File: config.mk
export PLATFORM = sky130hd
export DESIGN_NAME = instr_encoder_flat
export DESIGN_NICKNAME = d
export VERILOG_FILES = /design/src/rtl/riscv_pkg.sv /design/src/rtl/instr_encoder_if.sv /design/src/rtl/sync_fifo.sv /design/src/rtl/instr_encoder.sv /design/src/flat_wrapper.sv
export SDC_FILE = /design/constraint.sdc
export NUM_CORES = 1
export LEC_CHECK = 0
export CAP_MARGIN = 20
export CORE_MARGIN = 2
export CORE_UTILIZATION = 40
export DETAILED_ROUTE_END_ITERATION = 12
export HOLD_SLACK_MARGIN = 0.05
export MAX_ROUTING_LAYER = met4
export PLACE_DENSITY_LB_ADDON = 0.05
export SLEW_MARGIN = 40
export SYNTH_ARGS = -nofsm -noshare
export SYNTH_HDL_FRONTEND = slang
export SYNTH_SLANG_ARGS = --single-unit
File: constraint.sdc
create_clock -name clk -period 1.8 [get_ports clk]
set_input_delay 0.27 -clock clk [delete_from_list [all_inputs] [get_ports clk]]
set_output_delay 0.27 -clock clk [all_outputs]
set_load 0.01 [all_outputs]
File: src/rtl/riscv_pkg.sv
// Shared RV32I encoding definitions: instruction formats, opcodes and immediate limits.
package riscv_pkg;

  typedef enum logic [2:0] {
    FMT_R = 3'd0,
    FMT_I = 3'd1,
    FMT_S = 3'd2,
    FMT_B = 3'd3,
    FMT_U = 3'd4,
    FMT_J = 3'd5
  } fmt_e;

  localparam logic [6:0] OP_OP     = 7'b0110011;
  localparam logic [6:0] OP_IMM    = 7'b0010011;
  localparam logic [6:0] OP_STORE  = 7'b0100011;
  localparam logic [6:0] OP_BRANCH = 7'b1100011;
  localparam logic [6:0] OP_LUI    = 7'b0110111;
  localparam logic [6:0] OP_JAL    = 7'b1101111;

  localparam int IMM12_MIN = -2048;
  localparam int IMM12_MAX = 2047;
  localparam int IMM13_MIN = -4096;
  localparam int IMM13_MAX = 4094;
  localparam int IMM21_MIN = -1048576;
  localparam int IMM21_MAX = 1048574;

  function automatic logic in_range(input logic signed [31:0] v, input int lo, input int hi);
    return (v >= lo) && (v <= hi);
  endfunction

endpackage

File: src/rtl/instr_encoder_if.sv
// Request/response bundle between the program loader and the instruction encoder.
interface instr_encoder_if #(
  parameter int DATA_WIDTH = 32,
  parameter int ADDR_WIDTH = 8
);
  logic                  in_valid;
  logic                  in_ready;
  logic [2:0]            fmt;
  logic [6:0]            opcode;
  logic [4:0]            rd;
  logic [2:0]            funct3;
  logic [4:0]            rs1;
  logic [4:0]            rs2;
  logic [6:0]            funct7;
  logic [DATA_WIDTH-1:0] imm;
  logic                  out_valid;
  logic                  out_ready;
  logic [DATA_WIDTH-1:0] out_instr;
  logic [ADDR_WIDTH-1:0] out_addr;
  logic                  addr_clr;
  logic                  err_range;
  logic [7:0]            err_cnt;

  modport master (
    output in_valid, fmt, opcode, rd, funct3, rs1, rs2, funct7, imm, out_ready, addr_clr,
    input  in_ready, out_valid, out_instr, out_addr, err_range, err_cnt
  );

  modport slave (
    input  in_valid, fmt, opcode, rd, funct3, rs1, rs2, funct7, imm, out_ready, addr_clr,
    output in_ready, out_valid, out_instr, out_addr, err_range, err_cnt
  );
endinterface

File: src/rtl/sync_fifo.sv
// Single-clock FIFO; the caller guarantees no push when full and no pop when empty.
module sync_fifo #(
  parameter int WIDTH = 8,
  parameter int DEPTH = 2,
  localparam int AW   = $clog2(DEPTH)
) (
  input  logic             clk,
  input  logic             rst_n,
  input  logic             push,
  input  logic             pop,
  input  logic [WIDTH-1:0] wdata,
  output logic [WIDTH-1:0] rdata,
  output logic [AW:0]      count
);

  logic [WIDTH-1:0] r_mem [DEPTH];
  logic [AW-1:0]    r_wptr;
  logic [AW-1:0]    r_rptr;
  logic [AW:0]      r_count;

  always_ff @(posedge clk or negedge rst_n) begin
    if (!rst_n) begin
      for (int i = 0; i < DEPTH; i++) r_mem[i] <= '0;
      r_wptr  <= '0;
      r_rptr  <= '0;
      r_count <= '0;
    end else begin
      if (push) begin
        r_mem[r_wptr] <= wdata;
        r_wptr        <= r_wptr + 1'b1;
      end
      if (pop) r_rptr <= r_rptr + 1'b1;
      case ({push, pop})
        2'b10:   r_count <= r_count + 1'b1;
        2'b01:   r_count <= r_count - 1'b1;
        default: r_count <= r_count;
      endcase
    end
  end

  assign rdata = r_mem[r_rptr];
  assign count = r_count;

endmodule

File: src/rtl/instr_encoder.sv
// Packs decoded RV32I fields plus a signed immediate into an instruction word,
// drops out-of-range requests, and queues legal words tagged with a word address.
module instr_encoder
  import riscv_pkg::*;
#(
  parameter int DATA_WIDTH = 32,
  parameter int ADDR_WIDTH = 8,
  parameter int FIFO_DEPTH = 2
) (
  input logic            clk,
  input logic            rst_n,
  instr_encoder_if.slave bus
);

  localparam int CW = $clog2(FIFO_DEPTH) + 1;
  localparam logic [CW-1:0] FULL_CNT = CW'(FIFO_DEPTH);

  logic [DATA_WIDTH-1:0]        w_word;
  logic                         w_legal;
  logic                         w_accept;
  logic                         w_push;
  logic                         w_pop;
  logic [CW-1:0]                w_count;
  logic [ADDR_WIDTH-1:0]        w_tag;
  logic [DATA_WIDTH+ADDR_WIDTH-1:0] w_head;
  logic signed [DATA_WIDTH-1:0] w_imm;
  logic [ADDR_WIDTH-1:0]        r_addr;
  logic                         r_err;
  logic [7:0]                   r_cnt;

  assign w_imm = bus.imm;

  always_comb begin
    w_word  = '0;
    w_legal = 1'b0;
    case (fmt_e'(bus.fmt))
      FMT_R: begin
        w_word  = {bus.funct7, bus.rs2, bus.rs1, bus.funct3, bus.rd, bus.opcode};
        w_legal = 1'b1;
      end
      FMT_I: begin
        w_word  = {w_imm[11:0], bus.rs1, bus.funct3, bus.rd, bus.opcode};
        w_legal = in_range(w_imm, IMM12_MIN, IMM12_MAX);
      end
      FMT_S: begin
        w_word  = {w_imm[11:5], bus.rs2, bus.rs1, bus.funct3, w_imm[4:0], bus.opcode};
        w_legal = in_range(w_imm, IMM12_MIN, IMM12_MAX);
      end
      FMT_B: begin
        w_word  = {w_imm[12], w_imm[10:5], bus.rs2, bus.rs1, bus.funct3,
                   w_imm[4:1], w_imm[11], bus.opcode};
        w_legal = in_range(w_imm, IMM13_MIN, IMM13_MAX) && !w_imm[0];
      end
      FMT_U: begin
        w_word  = {w_imm[31:12], bus.rd, bus.opcode};
        w_legal = (w_imm[11:0] == 12'd0);
      end
      FMT_J: begin
        w_word  = {w_imm[20], w_imm[10:1], w_imm[11], w_imm[19:12], bus.rd, bus.opcode};
        w_legal = in_range(w_imm, IMM21_MIN, IMM21_MAX) && !w_imm[0];
      end
      default: begin
        w_word  = '0;
        w_legal = 1'b0;
      end
    endcase
  end

  // Ready depends only on the registered occupancy, never on in_valid.
  assign bus.in_ready = (w_count < FULL_CNT);
  assign w_accept     = bus.in_valid && bus.in_ready;
  assign w_push       = w_accept && w_legal;
  assign w_pop        = bus.out_valid && bus.out_ready;
  assign w_tag        = bus.addr_clr ? '0 : r_addr;

  always_ff @(posedge clk or negedge rst_n) begin
    if (!rst_n) begin
      r_addr <= '0;
      r_err  <= 1'b0;
      r_cnt  <= '0;
    end else if (bus.addr_clr) begin
      r_addr <= {{(ADDR_WIDTH-1){1'b0}}, w_push};
      r_err  <= 1'b0;
      r_cnt  <= '0;
    end else if (w_push) begin
      r_addr <= r_addr + 1'b1;
    end else if (w_accept) begin
      r_err <= 1'b1;
      if (r_cnt != 8'hFF) r_cnt <= r_cnt + 1'b1;
    end
  end

  sync_fifo #(
    .WIDTH (DATA_WIDTH + ADDR_WIDTH),
    .DEPTH (FIFO_DEPTH)
  ) u_fifo (
    .clk   (clk),
    .rst_n (rst_n),
    .push  (w_push),
    .pop   (w_pop),
    .wdata ({w_tag, w_word}),
    .rdata (w_head),
    .count (w_count)
  );

  assign bus.out_valid = (w_count != '0);
  assign bus.out_instr = w_head[DATA_WIDTH-1:0];
  assign bus.out_addr  = w_head[DATA_WIDTH +: ADDR_WIDTH];
  assign bus.err_range = r_err;
  assign bus.err_cnt   = r_cnt;

endmodule
File: src/flat_wrapper.sv
// flat-port wrapper written by rule: the top's interface ports become plain ports
module instr_encoder_flat import riscv_pkg::*;
#(
  parameter int DATA_WIDTH = 32,
  parameter int ADDR_WIDTH = 8,
  parameter int FIFO_DEPTH = 2
)
  (clk, rst_n, bus_in_valid, bus_fmt, bus_opcode, bus_rd, bus_funct3, bus_rs1, bus_rs2, bus_funct7, bus_imm, bus_out_ready, bus_addr_clr, bus_in_ready, bus_out_valid, bus_out_instr, bus_out_addr, bus_err_range, bus_err_cnt);
  instr_encoder_if #(.DATA_WIDTH(DATA_WIDTH), .ADDR_WIDTH(ADDR_WIDTH)) bus_i ();
  input logic clk;
  input logic rst_n;
  input wire logic [$bits(bus_i.in_valid)-1:0] bus_in_valid;
  input wire logic [$bits(bus_i.fmt)-1:0] bus_fmt;
  input wire logic [$bits(bus_i.opcode)-1:0] bus_opcode;
  input wire logic [$bits(bus_i.rd)-1:0] bus_rd;
  input wire logic [$bits(bus_i.funct3)-1:0] bus_funct3;
  input wire logic [$bits(bus_i.rs1)-1:0] bus_rs1;
  input wire logic [$bits(bus_i.rs2)-1:0] bus_rs2;
  input wire logic [$bits(bus_i.funct7)-1:0] bus_funct7;
  input wire logic [$bits(bus_i.imm)-1:0] bus_imm;
  input wire logic [$bits(bus_i.out_ready)-1:0] bus_out_ready;
  input wire logic [$bits(bus_i.addr_clr)-1:0] bus_addr_clr;
  output wire logic [$bits(bus_i.in_ready)-1:0] bus_in_ready;
  output wire logic [$bits(bus_i.out_valid)-1:0] bus_out_valid;
  output wire logic [$bits(bus_i.out_instr)-1:0] bus_out_instr;
  output wire logic [$bits(bus_i.out_addr)-1:0] bus_out_addr;
  output wire logic [$bits(bus_i.err_range)-1:0] bus_err_range;
  output wire logic [$bits(bus_i.err_cnt)-1:0] bus_err_cnt;
  assign bus_i.in_valid = bus_in_valid;
  assign bus_i.fmt = bus_fmt;
  assign bus_i.opcode = bus_opcode;
  assign bus_i.rd = bus_rd;
  assign bus_i.funct3 = bus_funct3;
  assign bus_i.rs1 = bus_rs1;
  assign bus_i.rs2 = bus_rs2;
  assign bus_i.funct7 = bus_funct7;
  assign bus_i.imm = bus_imm;
  assign bus_i.out_ready = bus_out_ready;
  assign bus_i.addr_clr = bus_addr_clr;
  assign bus_in_ready = bus_i.in_ready;
  assign bus_out_valid = bus_i.out_valid;
  assign bus_out_instr = bus_i.out_instr;
  assign bus_out_addr = bus_i.out_addr;
  assign bus_err_range = bus_i.err_range;
  assign bus_err_cnt = bus_i.err_cnt;
  instr_encoder #(.DATA_WIDTH(DATA_WIDTH), .ADDR_WIDTH(ADDR_WIDTH), .FIFO_DEPTH(FIFO_DEPTH)) u_core (.clk(clk), .rst_n(rst_n), .bus(bus_i));
endmodule
==> impl_metrics.ini, run 1 <==
[outcome]
outcome = complete, but fails checks
violations = setup timing

[yosys]
syn-num-nets = 554
yosysSeqAreaShare = 0.464
synth_edf_count = 0
ys_ff_latch = 101
yosys_warnings = 0
syn_avg_cell_area_um2 = 11.4
synthCells = 479
ys_types = 46
synthArstFlopShare = 1.00
synth_ff_type = dfrtp_1
syn-cell-area_mm2 = 0.00544

[worst_hold_path]
hold_class = in -> async

[finish]
final_cell_mix = dfrtp_1, mux2_2, buf_4
fill_cells = 1064
fin_cells = 863
final_common_cell = dfrtp_1
final_area_mm2 = 0.00855
syn_to_final_growth_pct = 57.1
drive_above_1_share = 0.506
fin_nets = 756

[cts]
clk_latency_ns = 0.35
htreeDepth = 3
cts-root-buf = clkbuf_16
cts_buffer_depth = 2
cts_buffers = 9
cts_tree = done
path_clk_slew_ns = 0.07
cts_sinks = 101

[job]
maxCapViolations = 0

[routing]
ant_nets = 0
routedWlPerCell_um = 18.7
routed_wl_mm = 16.1
drc = 0
routed-via-count = 4558
vias_per_cell = 5.28
drt_iter0_markers = 188
first_pass_iters = 4

[sta]
rsz0062_at_grt = true
worst_slew_pin_slew_ns = 0.590
hold_violations = 0
slew_headroom = 0.605
finalCritPeriodShare = 1.13
min_period_ns = 2.04
fin_tns_setup_ns = -17.47
clock.fmax_mhz = 491
slew_viol_final = 0
setup_viol = 113
skew_ns = 0.0108
fin_ws_ns = -0.237

[pwr]
vdd_drop_max_mv = 0.611
p_total_mw = 9.55
p_per_area_mw_per_mm2 = 1120
switching_share = 0.297
switchingPower_mw = 2.83
pwr-share-clk = 0.211
p_comb_frac = 0.447
leakage_nw = 4.05
seqPwrFrac = 0.342
internal_power_mw = 6.72

[die]
initial_core_util = 0.411
coreArea_mm2 = 0.0132
num_io_pins = 123
fp.dieW_um = 121
fp-row-count = 42
die_h_um = 121
dieArea_mm2 = 0.0146

[global_routing]
grt_antenna_before_repair = 1
grt_pass1_vias = 4765
grt_max_degree = 55
grt_pass1_wl_mm = 25.1
gr-total-overflow = 0
grtUsageTotal = 0.230

[worst_setup_path]
cp.arrival_ns = 2.28
crit_path_start_kind = primary input
crit_slowest_cell = or3_4
cp_cell_sequence = buf_2 -> nand4_1 -> nor3_2 -> buf_4 -> a2bb2oi_1 -> o211ai_1 -> a21o_4 -> inv_8 -> buf_6 -> or3_4 -> mux2_4
worstPathRequired_ns = 2.04
cpPeakStageDelay_ns = 0.34
path_class = in -> reg
end_kind = register
path_max_fanout = 5

[place]
gp_congestion = 0.984
placed_cells = 816
dp_hpwl_mm = 10.4
dpl-instance-area_mm2 = 0.00741
port_buffers = 122
logic make-up (layout without fill, tap and decap cells):
group,Yosys count,after routing,share of synthesized area
adder cells (fa/ha/maj),3,3,0.00690
XOR/XNOR,7,7,0.0113
buffers and inverters,41,248,0.0356
other,0,1,0
multiplexers,141,141,0.290
AND/OR/NAND/NOR,128,128,0.122
flip-flops,101,101,0.464
AO/OA/AOI/OAI,58,58,0.0699
state kept, by name (all words and copies together), names as in the netlist:
name / cells
u_core.u_fifo.r_mem: 80
u_core.u_fifo.r_wptr: 1
u_core.u_fifo.count: 2
u_core.u_fifo.r_rptr: 1
u_core.bus.err_cnt: 8
u_core.r_addr: 8
u_core.bus.err_range: 1
metrics by stage:
step,setup slack [ns],hold WS [ns],util
finish,-0.237,0.279,0.646
global route,-0.303,0.278,0.646
CTS,-0.325,0.267,0.621
detailed placement,-1.13,0.0942,0.560
global placement,-1.10,0.0945,0.560
floorplan,-0.317,-0.0256,-
final timing paths:
path                                   startpoint                      end  slack, ns  cells after the start
setup reg to reg           u_core.u_fifo.count[1]         u_core.r_addr[5]      -0.13                      8
hold / removal                              rst_n  u_core.u_fifo.r_mem[18]       0.28                      2
hold reg to reg            u_core.u_fifo.r_mem[5]   u_core.u_fifo.r_mem[5]       0.49                      1
min in group clk                      bus_imm[14]  u_core.u_fifo.r_mem[14]       0.33                      3
setup / recovery                      bus_imm[26]         u_core.r_addr[5]      -0.24                     11
max in group asynchronous                   rst_n     u_core.u_fifo.r_rptr       1.03                      3
routing by layer:
layer | vias up | global-route usage | wire length (um)
met4 | 0 | 0.0908 | 464
met3 | 27 | 0.0325 | 654
met1 | 2290 | 0.300 | 7160
met2 | 106 | 0.365 | 7870
li1 | 2135 | - | -
met5 | - | - | 0
cell type report:
type	count	area (um2)	share of cell area
inverters	12	52.6	0.00614
multi-input cells	337	3160	0.370
clock buffers	10	239	0.0279
flip-flops and latches	101	2530	0.296
well taps	176	220	0.0257
repair buffers	220	2280	0.266
diodes	1	2.50	0.000293
clock inverters	6	67.6	0.00790
cell usage after synthesis, drive strengths merged, types with 7 or more instances:
| cell type | n | area share |
|---|---|---|
| mux2 | 132 | 0.27 |
| dfrtp | 101 | 0.46 |
| nor2 | 32 | 0.023 |
| nand2 | 24 | 0.017 |
| nor2b | 19 | 0.022 |
| o21ai | 17 | 0.016 |
| buf | 15 | 0.017 |
| a21oi | 14 | 0.013 |
| clkbuf | 14 | 0.0097 |
| nand4 | 14 | 0.016 |
| inv | 12 | 0.0087 |
| mux2i | 9 | 0.017 |
| nor4 | 9 | 0.010 |
| a22o | 8 | 0.013 |
| and2 | 8 | 0.0092 |
| nor3 | 7 | 0.0083 |
power by group through the flow:
stage	clock network [mW]	registers (mW)	logic [mW]
floorplan	0	3.15	1.72
global placement	0	3.23	3.29
detailed placement	0	3.27	3.34
CTS	2.06	3.23	3.67
global route	2.17	3.34	4.55
finish	2.01	3.27	4.27
repair_timing:
action	CTS	global route
hold buffers	1	0
endpoints found under the hold margin	101	0
cloned	5	6
gates resized for setup	310	144
setup endpoints to repair	142	133
setup buffers	23	3
pin swaps	31	30
critical path: cells and delay by family:
| kind | cells | cell delay [ns] |
|---|---|---|
| buf+inv | 4 | 0.46 |
| simple gates | 3 | 0.69 |
| mux | 1 | 0.30 |
| compound gates | 3 | 0.56 |
No activity file was read; power rests on OpenSTA's default activity.
==> run 2, diff against run 1 <==
Settings changed: CORE_MARGIN 2 to 10, CORE_UTILIZATION 40 to 46.
==> run 2 against run 1 <==
The run still ends with setup timing left. Non-clock buffer count increased by 3. Worst hold slack improved by 0.071 ns. Critical path depth is 1 higher. First-iteration DRC count rose by 56%. Global-route usage down 1.6 points. Highest routed layer unchanged.
==> impl_metrics.ini, run 2 (synthesis gave the netlist of run 1 again) <==
[outcome]
outcome = complete, but fails checks
violations = setup timing

[pwr]
leakage_nw = 4.27
internal_power_mw = 6.66
vdd_drop_max_mv = 0.717
p_comb_frac = 0.459
switching_share = 0.309
seqPwrFrac = 0.344
switchingPower_mw = 2.98
p_per_area_mw_per_mm2 = 1100
pwr-share-clk = 0.198

[worst_setup_path]
cp.arrival_ns = 2.32
r2r_start = u_core.u_fifo.count[1]
cp_cell_sequence = buf_6 -> buf_6 -> nand4_1 -> nor3_2 -> buf_4 -> a32oi_2 -> a31oi_4 -> buf_4 -> buf_4 -> a211oi_4 -> and4bb_1 -> mux2_4
end_kind = register
worstPathRequired_ns = 2.04
reg2reg_to = u_core.r_addr[5]
cp_common_cell = buf_4
r2r_slack_ns = -0.19
crit_slowest_cell = mux2_4
path_max_fanout = 2
path_class = in -> reg
crit_path_start_kind = primary input
reg2reg_depth = 8
cpPeakStageDelay_ns = 0.30

[worst_hold_path]
hold_class = in -> reg
hold_end = u_core.u_fifo.r_mem[18]
min_path_cells = 3
hp-start = bus_imm[18]

[die]
fp-row-count = 39
die_h_um = 129
dieArea_mm2 = 0.0166
coreArea_mm2 = 0.0115
fp.dieW_um = 129
initial_core_util = 0.473
num_io_pins = 123

[global_routing]
grt_pass1_vias = 5051
grt_antenna_before_repair = 3
gr-total-overflow = 0
grt_max_degree = 46
grtUsageTotal = 0.214
grt_pass1_wl_mm = 27.2

[place]
dp_hpwl_mm = 11.1
port_buffers = 122
placed_cells = 783
gp_congestion = 0.901

[finish]
top_register = u_core.u_fifo.r_mem
fin_nets = 759
largest_reg_flops = 80
fill_cells = 780
syn_to_final_growth_pct = 60.9
final_common_cell = mux2_4
drive_above_1_share = 0.504
final_cell_mix = mux2_4, dfrtp_1, buf_4
seq_area_mm2 = 0.00253
fin_cells = 835
multi_input_area_mm2 = 0.00344
final_core_util = 0.760

[sta]
worst_slew_pin_slew_ns = 0.560
fin_ws_ns = -0.278
min_period_ns = 2.08
rsz0062_at_grt = true
skew_ns = 0.00978
clock.fmax_mhz = 481
slew_viol_final = 0
setup_viol = 118
hold_violations = 0
slew_headroom = 0.625
finalCritPeriodShare = 1.15

[routing]
routedWlPerCell_um = 21.2
ant_nets = 0
vias_per_cell = 5.48
routed_wl_mm = 17.7
routed-via-count = 4574
first_pass_iters = 5
drc = 0
drt_iter0_markers = 293

[cts]
htreeDepth = 3
cts_buffers = 9
cts_tree = done
cts_buffer_depth = 2
clk_latency_ns = 0.36
path_clk_slew_ns = 0.07
cts-root-buf = clkbuf_16
cts_sinks = 101

[job]
maxCapViolations = 0
-- run 2: changes by cell type in the layout (fill, tap and decap cells not counted), moves of 5 or more --
cell and change:
buf_16 +5, buf_12 -6, dlygate4sd2_1 +11, mux2_4 +77
mux2_2 -71, mux2_1 -6
-- run 2: worst max-delay path by stage --
stage	endpoint	slack (ns)	startpoint	depth (start not counted)
detailed placement	u_core.u_fifo.r_mem[58]	-1.13	bus_imm[30]	10
floorplan	u_core.r_addr[5]	-0.32	bus_imm[30]	9
global route	u_core.bus.err_cnt[0]	-0.34	bus_imm[15]	12
global placement	u_core.bus.err_cnt[4]	-1.05	bus_imm[15]	10
CTS	u_core.u_fifo.r_mem[70]	-0.28	bus_imm[28]	13
finish	u_core.bus.err_cnt[3]	-0.28	bus_imm[15]	12
-- run 2: layout make-up --
type	count	share of cell area
Timing Repair Buffer	223	0.259
Clock inverter	6	0.00657
Multi-Input combinational cell	337	0.392
Sequential cell	101	0.289
Tap cell	143	0.0204
Clock buffer	10	0.0261
Inverter	12	0.00600
Antenna cell	3	0.000857
-- run 2: routing by layer --
metal,GRT usage,wire (um),vias to the layer above
met4,0.0635,212,0
met3,0.0444,861,13
met2,0.352,8790,115
met1,0.260,7820,2309
met5,-,0,-
li1,-,-,2137
-- run 2: power by group through the flow --
stage / sequential [mW] / clock, mW / combinational (mW)
floorplan: 3.15 / 0 / 1.72
global placement: 3.22 / 0 / 3.25
detailed placement: 3.26 / 0 / 3.30
CTS: 3.24 / 1.94 / 3.72
global route: 3.39 / 2.04 / 4.69
finish: 3.31 / 1.91 / 4.42
-- run 2: through the flow --
stage / setup WS, ns / power (mW) / instance area (um2) / hold WS, ns / setup TNS [ns]
floorplan: -0.317 / 4.88 / 5540 / -0.0256 / -23.35
global placement: -1.05 / 6.47 / 7340 / 0.201 / -94.46
detailed placement: -1.13 / 6.56 / 7340 / 0.208 / -100.15
CTS: -0.282 / 8.89 / 8250 / 0.331 / -20.17
global route: -0.337 / 10.1 / 8760 / 0.370 / -29.19
finish: -0.278 / 9.64 / 8760 / 0.349 / -21.13
-- run 2: repair_timing --
item                                   4_1_cts  5_1_grt
pin swaps                                   33       16
hold buffers                                 1        0
endpoints found under the hold margin       24        0
buffers inserted                            26        4
setup endpoints to repair                  142      139
resized for setup                          356      135
gates cloned                                 7        3
-- run 2: worst max-delay path, delay by kind of cell --
family | cells | cell delay (ns)
simple gates | 3 | 0.52
mux | 1 | 0.30
buf+inv | 5 | 0.62
compound gates | 3 | 0.60
